===== config.mk =====
export PLATFORM = sky130hd
export DESIGN_NAME = sd_spi_block_reader
export DESIGN_NICKNAME = d
export VERILOG_FILES = /design/src/rtl/sd_spi_block_reader.sv
export SDC_FILE = /design/constraint.sdc
export NUM_CORES = 1
export LEC_CHECK = 0
export CAP_MARGIN = 25
export CORE_ASPECT_RATIO = 2
export CORE_MARGIN = 5
export CORE_UTILIZATION = 24
export DETAILED_ROUTE_END_ITERATION = 10
export GPL_ROUTABILITY_DRIVEN = 0
export MAX_ROUTING_LAYER = met4
export PLACE_DENSITY_LB_ADDON = 0.15
export SYNTH_ARGS = -nofsm -noshare
export SYNTH_HDL_FRONTEND = slang
export SYNTH_SLANG_ARGS = --single-unit

===== constraint.sdc =====
create_clock -name clk -period 6.3 [get_ports clk]
set_input_delay 0.63 -clock clk [delete_from_list [all_inputs] [get_ports clk]]
set_output_delay 0.63 -clock clk [all_outputs]
set_load 0.005 [all_outputs]

===== src/rtl/sd_spi_block_reader.sv =====
// SD card single-block reader (CMD17) over SPI mode 0.
// It sends the command, waits for R1 and the start token, and streams the
// 512 payload bytes out one strobe per byte. It then checks the CRC16 and
// ends the transfer with a one-cycle done pulse that carries a result code.
module sd_spi_block_reader #(
  parameter int HALF_PERIOD   = 2,
  parameter int R1_TIMEOUT    = 8,
  parameter int TOKEN_TIMEOUT = 4096
) (
  input  logic        clk,
  input  logic        rst,
  input  logic        start,
  input  logic [31:0] block_addr,
  output logic        busy,
  output logic        done,
  output logic [2:0]  err,
  output logic [7:0]  data_out,
  output logic        data_valid,
  output logic [8:0]  byte_index,
  output logic        sd_cclk,
  output logic        sd_cmd,
  output logic        sd_cs,
  input  logic        sd_data0
);

  // state      | meaning
  // IDLE       | card deselected, waiting for start
  // SEND_CMD   | shifting out the 48-bit CMD17 frame
  // WAIT_R1    | polling bytes for the R1 response
  // WAIT_TOKEN | polling bytes for the 0xFE start token
  // READ_DATA  | receiving 512 payload bytes, running CRC16
  // READ_CRC   | receiving the 2 CRC bytes, high byte first
  // TRAIL      | card deselected, 8 extra clocks
  // DONE       | done pulse, result on err
  typedef enum logic [2:0] {
    IDLE, SEND_CMD, WAIT_R1, WAIT_TOKEN, READ_DATA, READ_CRC, TRAIL, DONE
  } state_t;

  localparam int HPW = (HALF_PERIOD > 2) ? $clog2(HALF_PERIOD) : 1;
  localparam logic [HPW-1:0] HP_LOAD = HPW'(HALF_PERIOD - 1);
  localparam int TMAX = (R1_TIMEOUT > TOKEN_TIMEOUT) ? R1_TIMEOUT : TOKEN_TIMEOUT;
  localparam int PW = $clog2(TMAX + 1);

  state_t          state;
  logic [HPW-1:0]  hp_cnt;
  logic [46:0]     cmd_sr;
  logic [5:0]      bit_cnt;
  logic [6:0]      rx_sr;
  logic [2:0]      rx_cnt;
  logic [PW-1:0]   poll_cnt;
  logic [8:0]      byte_cnt;
  logic [15:0]     crc;
  logic [7:0]      crc_hi;

  logic       running, tick, rise, fall, byte_done;
  logic [7:0] rx_byte;

  function automatic logic [15:0] crc_step(input logic [15:0] c, input logic d);
    crc_step = {c[14:0], 1'b0} ^ ((c[15] ^ d) ? 16'h1021 : 16'h0000);
  endfunction

  assign running   = (state != IDLE) && (state != DONE);
  assign tick      = (hp_cnt == '0);
  assign rise      = running && tick && !sd_cclk;
  assign fall      = running && tick && sd_cclk;
  assign rx_byte   = {rx_sr, sd_data0};
  assign byte_done = rise && (rx_cnt == 3'd0);

  // Sequencer: clock generation, command shift-out, byte receive and result
  always_ff @(posedge clk) begin
    if (rst) begin
      state      <= IDLE;
      hp_cnt     <= HP_LOAD;
      cmd_sr     <= '0;
      bit_cnt    <= '0;
      rx_sr      <= '0;
      rx_cnt     <= 3'd7;
      poll_cnt   <= '0;
      byte_cnt   <= '0;
      crc        <= '0;
      crc_hi     <= '0;
      busy       <= 1'b0;
      done       <= 1'b0;
      err        <= 3'd0;
      data_out   <= '0;
      data_valid <= 1'b0;
      byte_index <= '0;
      sd_cclk    <= 1'b0;
      sd_cmd     <= 1'b1;
      sd_cs      <= 1'b1;
    end else begin
      done       <= 1'b0;
      data_valid <= 1'b0;

      if (running) begin
        if (tick) begin
          hp_cnt  <= HP_LOAD;
          sd_cclk <= ~sd_cclk;
        end else begin
          hp_cnt <= hp_cnt - 1'b1;
        end
      end

      if (rise) begin
        rx_sr  <= rx_byte[6:0];
        rx_cnt <= rx_cnt - 3'd1;
      end

      case (state)
        IDLE: begin
          sd_cs  <= 1'b1;
          sd_cmd <= 1'b1;
          if (start) begin
            // MSB of 0x51 is 0 and goes out before the first rising edge
            cmd_sr  <= {7'h51, block_addr, 8'hFF};
            sd_cmd  <= 1'b0;
            sd_cs   <= 1'b0;
            busy    <= 1'b1;
            err     <= 3'd0;
            bit_cnt <= 6'd47;
            hp_cnt  <= HP_LOAD;
            sd_cclk <= 1'b0;
            rx_cnt  <= 3'd7;
            state   <= SEND_CMD;
          end
        end

        SEND_CMD: begin
          if (fall) begin
            if (bit_cnt == 6'd0) begin
              sd_cmd   <= 1'b1;
              rx_cnt   <= 3'd7;
              poll_cnt <= PW'(R1_TIMEOUT - 1);
              state    <= WAIT_R1;
            end else begin
              bit_cnt <= bit_cnt - 6'd1;
              sd_cmd  <= cmd_sr[46];
              cmd_sr  <= {cmd_sr[45:0], 1'b1};
            end
          end
        end

        WAIT_R1: begin
          if (byte_done) begin
            if (!rx_byte[7]) begin
              if (rx_byte == 8'h00) begin
                poll_cnt <= PW'(TOKEN_TIMEOUT - 1);
                state    <= WAIT_TOKEN;
              end else begin
                err     <= 3'd2;
                sd_cs   <= 1'b1;
                bit_cnt <= 6'd8;
                state   <= TRAIL;
              end
            end else if (poll_cnt == '0) begin
              err     <= 3'd1;
              sd_cs   <= 1'b1;
              bit_cnt <= 6'd8;
              state   <= TRAIL;
            end else begin
              poll_cnt <= poll_cnt - 1'b1;
            end
          end
        end

        WAIT_TOKEN: begin
          if (byte_done) begin
            if (rx_byte == 8'hFE) begin
              byte_cnt <= '0;
              crc      <= '0;
              state    <= READ_DATA;
            end else if (rx_byte[7:4] == 4'h0) begin
              err     <= 3'd4;
              sd_cs   <= 1'b1;
              bit_cnt <= 6'd8;
              state   <= TRAIL;
            end else if (poll_cnt == '0) begin
              err     <= 3'd3;
              sd_cs   <= 1'b1;
              bit_cnt <= 6'd8;
              state   <= TRAIL;
            end else begin
              poll_cnt <= poll_cnt - 1'b1;
            end
          end
        end

        READ_DATA: begin
          if (rise) crc <= crc_step(crc, sd_data0);
          if (byte_done) begin
            data_out   <= rx_byte;
            data_valid <= 1'b1;
            byte_index <= byte_cnt;
            if (byte_cnt == 9'd511) begin
              byte_cnt <= '0;
              state    <= READ_CRC;
            end else begin
              byte_cnt <= byte_cnt + 9'd1;
            end
          end
        end

        READ_CRC: begin
          if (byte_done) begin
            if (!byte_cnt[0]) begin
              crc_hi   <= rx_byte;
              byte_cnt <= 9'd1;
            end else begin
              err     <= ({crc_hi, rx_byte} == crc) ? 3'd0 : 3'd5;
              sd_cs   <= 1'b1;
              bit_cnt <= 6'd8;
              state   <= TRAIL;
            end
          end
        end

        TRAIL: begin
          // entered on a rising edge; finish after 8 full extra clocks
          sd_cmd <= 1'b1;
          if (rise) bit_cnt <= bit_cnt - 6'd1;
          if (fall && bit_cnt == 6'd0) begin
            done  <= 1'b1;
            busy  <= 1'b0;
            state <= DONE;
          end
        end

        DONE: begin
          state <= IDLE;
        end

        default: state <= IDLE;
      endcase
    end
  end

endmodule


## Yosys cells after proc, flatten, opt, wreduce, memory -nomap -nowiden

Cells that the tools add are included.

- Output and inout port bits: 26
- Input port bits: 36
- Bits in registers: 139

- $add $sub $neg: 5
- Eq/ne operators: 32
- Muxes and demuxes: 101
- Reduce and logical (&&, ||, !) cells: 37
- Bitwise operators: 7

Operators with widths:

| kind | count |
|---|---|
| 47-bit two-way mux | 3 |
| 13-bit two-way mux | 10 |
| 47-bit case mux with 2 select lines | 1 |
| 3-bit two-way mux | 31 |
| 6-bit two-way mux | 13 |
| 9-bit two-way mux | 6 |
| 16-bit two-way mux | 3 |
| 13-bit case mux with 3 select lines | 1 |
| 6-bit case mux with 6 select lines | 1 |
| 2-bit != test (second input constant) | 17 |
| 16-bit case mux with 2 select lines | 1 |
| 9-bit case mux with 3 select lines | 1 |
| 1-bit two-way mux | 24 |
| 3-bit case mux with 8 select lines | 1 |
| 10-bit AND reduction | 2 |
| 16-bit == test | 1 |
| 16-bit by 13-bit bitwise XOR with 16-bit output | 1 |
| 3-bit != test (second input constant) | 5 |
| 13-bit zero test | 1 |
| 13-bit by 1-bit subtractor with 13-bit output (second input constant) | 1 |
| 3-bit == test (second input constant) | 4 |
| 3-bit case mux with 4 select lines | 1 |
| 3-bit nonzero test | 4 |
| 11-bit AND reduction | 1 |
| 31 further kinds | 48 |

## Longest topological paths before layout

- Word-level depth: 8
- Mapped depth: 14
- Mapped depth without buffers: 10

## Least setup slack after synthesis

Ideal clock, no wire load.

- Path kind: reg-to-reg
- Start: register state[0]
- End: register poll_cnt[2]
- Arrival: 3.141 ns
- Path buffers: 4
- Slack: 3.025 ns
- Setup time: 0.134 ns
- Stages on the path, launching flop included: 12
- Cells stage by stage: dfxtp_1 -> clkbuf_1 -> clkbuf_1 -> clkbuf_1 -> o21a_1 -> ha_1 -> nor4bb_1 -> nand2_1 -> a221o_1 -> buf_6 -> nor3_4 -> a311oi_1

- Word-level cells in the longest chain between the ends: 7
- Elaborated cells between the ends (all ways): 20
- Classes of those cells: eq/ne (11); mux (1); reduce/logical (8)

RTL lines:

| item | RTL line | source |
|---|---|---|
| start, declared | 44 | `state_t state;` |
| start signal, assigned | 72 | `state <= IDLE;` |
| start signal, assigned | 124 | `state <= SEND_CMD;` |
| start signal, assigned | 134 | `state <= WAIT_R1;` |
| 3-bit != test / 3-bit nonzero test (equally long branches) | 62 | `assign running = (state != IDLE) && (state != DONE);` |
| 1-bit logical AND | 62 |  |
| 1-bit logical AND | 64, 65 |  |
| 1-bit logical AND | 64 | `assign rise = running && tick && !sd_cclk;` |
| 1-bit logical AND | 67 | `assign byte_done = rise && (rx_cnt == 3'd0);` |
| 2-bit != test (no source line) | - |  |
| 8-bit AND reduction (no source line) | - |  |
| end signal, assigned | 133 | `poll_cnt <= PW'(R1_TIMEOUT - 1);` |
| end signal, assigned | 147 | `poll_cnt <= PW'(TOKEN_TIMEOUT - 1);` |
| end signal, assigned | 161 | `poll_cnt <= poll_cnt - 1'b1;` |
| end, declared | 50 | `logic [PW-1:0] poll_cnt;` |

Parallel ways exist; a longest one is shown, timed or not.
A chain may end at the register's enable or synchronous reset.

## Final worst setup path

- Start: register state[1]
- End: register byte_index[4]

- Word-level cells in the longest chain between the ends: 6
- Elaborated cells between the ends (all ways): 8
- Classes of those cells: eq/ne (2); reduce/logical (6)

RTL lines:

| item | RTL line | source |
|---|---|---|
| 3-bit != test / 3-bit nonzero test (equally long branches) | 62 |  |
| 1-bit logical AND | 62 |  |
| 1-bit logical AND (2 in series) | 64 |  |
| 1-bit logical AND | 67 |  |
| 2-bit AND reduction (no source line) * | - |  |
| end signal, assigned | 193 | `byte_index <= byte_cnt;` |
| end, declared | 19 | `output logic [8:0] byte_index,` |

Every way passes the cells marked *; elsewhere a longest branch is shown, timed or not.

==> results.md <==
- Status: complete, no violations
- Hold Buf Count CTS: 0
- CP arrival: 3.69 ns
- Clk Latency, worst-skew pair: 0.44 ns
- Cts bufs inserted: 17
- R2R setup slack: 2.90 ns
- Vias: 6,093
- Synthesized flop and latch total: 139
- Global-route wire length before repair: 34,000 um
- Share of cells above drive strength 1: 7.61%
- Sum Neg Setup Slack: 0 ns
- Top FF cell, synth: dfxtp_1
- RSZ-0062 raised after global routing: false
- Max clock buf depth: 2
- R2r endpoint: byte_index[4]
- Tcrit/Tclk final: 54.0%
- Drt drc: 0
- Clock-pin slew on the worst setup and hold paths: 0.06 ns
- Commonest non-fill, non-tap cell in the layout: dfxtp_1
- Crit-path slowest cell: and3_1
- Resize count post-CTS: 0
- Final nets: 899
- CP max FO: 28
- CTS tree: done
- Area after DPL: 7680 um2
- Worst setup EP type: flip-flop
- Area Growth Syn to Fin: 22.5%
- Reg2Reg Launch Point: state[1]
- R2R cell count: 10
- HPWL Detailed: 14,900 um
- Critical path type: flip-flop to flip-flop
- CTS Sinks: 139
- Initial antenna violation count: 0
- Critical Path End: byte_index[4]
- WL per Instance: 17.1 um
- Vias per cell: 4.98
- Ys Warns: 0
- Rows: 87
- Final Setup Violations: 0
- Final Max Tran Viols: 0
- Mapped Cells: 832
- Max incr delay on CP: 0.69 ns
- Antenna cells: 0
- Post-route cell area: 8310 um2
- CTS H-tree lvls: 4
- Final ANT Viol Nets: 0
- Starting Density: 24.2%
- Vias in the first global route: 6,231
- Die ar.: 31,900 um2
- Syn Nets: 876
- Pin count of the biggest net entering global routing: 68
- Seq/Total Area, Yosys: 41.0%
- Syn Area/Cell: 8.15 um2
- Sequential Area: 2780 um2
- Hold WC Path Type: flip-flop to flip-flop
- # Post-CTS Setup Buffers: 0
- Chip width: 129 um
- Peak VDD IR: 0.192 mV
- Startpoint Class: flip-flop
- Rel. slew slack: 43.1%
- Fin crit period: 3.40 ns
- Fmax: 294 MHz
- Area of the multi-input gates: 3680 um2
- DIE HEIGHT: 248 um
- Most frequent cells in the layout: dfxtp_1, nor2_1, nand2_1, clkdlybuf4s50_1, a21oi_1
- GR Overflow Total: 0
- Layout fillers: 3,022
- Critical path required time: 6.59 ns
- Clk root buf: clkbuf_16
- Slew @ Worst Pin: 0.848 ns
- All-Layer GR Usage: 14.0%
- First-pass detailed-route iteration total: 4
- Post-Syn Area: 6780 um2
- Fraction of registers with async set/reset: 0%
- Layout Utilization: 29.6%
- Core box area: 28,100 um2
- Leak: 3.25 nW
- Post-synth EDFFs: 0
- Synth cell types: 70
- Max-cap violations: 0
- IO Count: 62
- CP cell instances: buf_4, or2_2, o21a_1, ha_1, nor2b_1, and3_1, nand2b_1, buf_8, mux2i_1, nor2_1
- Iteration-0 DRC Markers: 208
- CP startpoint: state[1]
- Final hold viol count: 0
- Total Wirelength: 20,900 um
- Max Clock Skew: 0.0180 ns
- Power density over the cells: 382 nW/um2
- Port Buffers: 61
## kinds of logic after synthesis
logic type | share of synthesized area (%)
flops | 41.0
simple gates | 24.4
compound gates | 21.4
fa+ha+maj | 1.48
mux | 3.85
xor+xnor | 2.84
buf+inv | 4.98
## report_power, final
part	switching (mW)	internal, mW
Clock	0.399	0.682
Combinational	0.625	0.359
Sequential	0.0868	1.02
## worst max-delay path: cells and delay by family (launching register included)
family,cells,cell delay (ns)
flops,1,0.31
fa+ha+maj,1,0.25
buf+inv,2,0.51
simple gates,5,1.88
compound gates,1,0.15
mux,1,0.15
## synthesized netlist by cell type, drive strengths merged, types with 7 or more instances
cell type	number	area [um2]
dfxtp	139	2780
nor2	120	450
nand2	98	368
clkbuf	64	241
a21oi	54	270
a311oi	35	307
o21ai	32	160
mux2i	25	250
nand3	20	100
a22oi	19	143
a211oi	18	135
inv	18	67.6
xor2	18	158
nor3	16	96.4
nor4	12	75.1
nand2b	10	62.6
or4	9	72.6
and3	8	51.3
ha	8	100
nand4	7	43.8
## how the worst min path moves through the flow
| stage | startpoint | to | slack (ns) | depth (start not counted) |
|---|---|---|---|---|
| 2_1_floorplan | rx_cnt[0] | rx_cnt[0] | 0.44 | 2 |
| 3_3_place_gp | rx_cnt[0] | rx_cnt[0] | 0.45 | 2 |
| 3_5_place_dp | rx_cnt[0] | rx_cnt[0] | 0.46 | 2 |
| 4_1_cts | rx_cnt[1] | rx_cnt[1] | 0.47 | 2 |
| 5_1_grt | cmd_sr[43] | cmd_sr[43] | 0.49 | 2 |
| 6_report | rx_cnt[1] | rx_cnt[1] | 0.47 | 2 |
## area by class of cell
| type | instances | share of cell area, % |
|---|---|---|
| clock buffer | 21 | 5.54 |
| clock inverter | 10 | 2.00 |
| inverter | 18 | 0.813 |
| multi-input combinational | 606 | 44.3 |
| sequential | 139 | 33.5 |
| tap | 356 | 5.36 |
| timing repair buffer | 73 | 8.49 |
## through the flow
step	hold slack, ns	instances	setup slack [ns]	power, mW
5_1_grt	0.492	1223	2.55	3.39
2_1_floorplan	0.439	832	3.03	1.82
6_report	0.470	1223	2.90	3.17
4_1_cts	0.473	1223	2.88	3.23
3_5_place_dp	0.458	1192	2.88	2.12
3_3_place_gp	0.451	1190	2.61	2.12
## sequential cells by signal, summed over array words and instances (netlist names), 3 cells and up
register and count:
rx_sr 7, err 3, byte_index 9, data_out 8, cmd_sr 47, poll_cnt 13, crc 16, crc_hi 8
rx_cnt 3, bit_cnt 6, state 3, byte_cnt 9
## per-layer routing
| layer | vias to the layer above | global-route usage [%] | part of all wire (%) |
|---|---|---|---|
| met4 | 0 | 7.70 | 4.2 |
| li1 | 3048 | - | - |
| met1 | 2878 | 14.2 | 39 |
| met2 | 123 | 24.7 | 54 |
| met3 | 44 | 2.84 | 3.0 |
| met5 | - | - | 0 |
(Power assumes the default switching activity.)
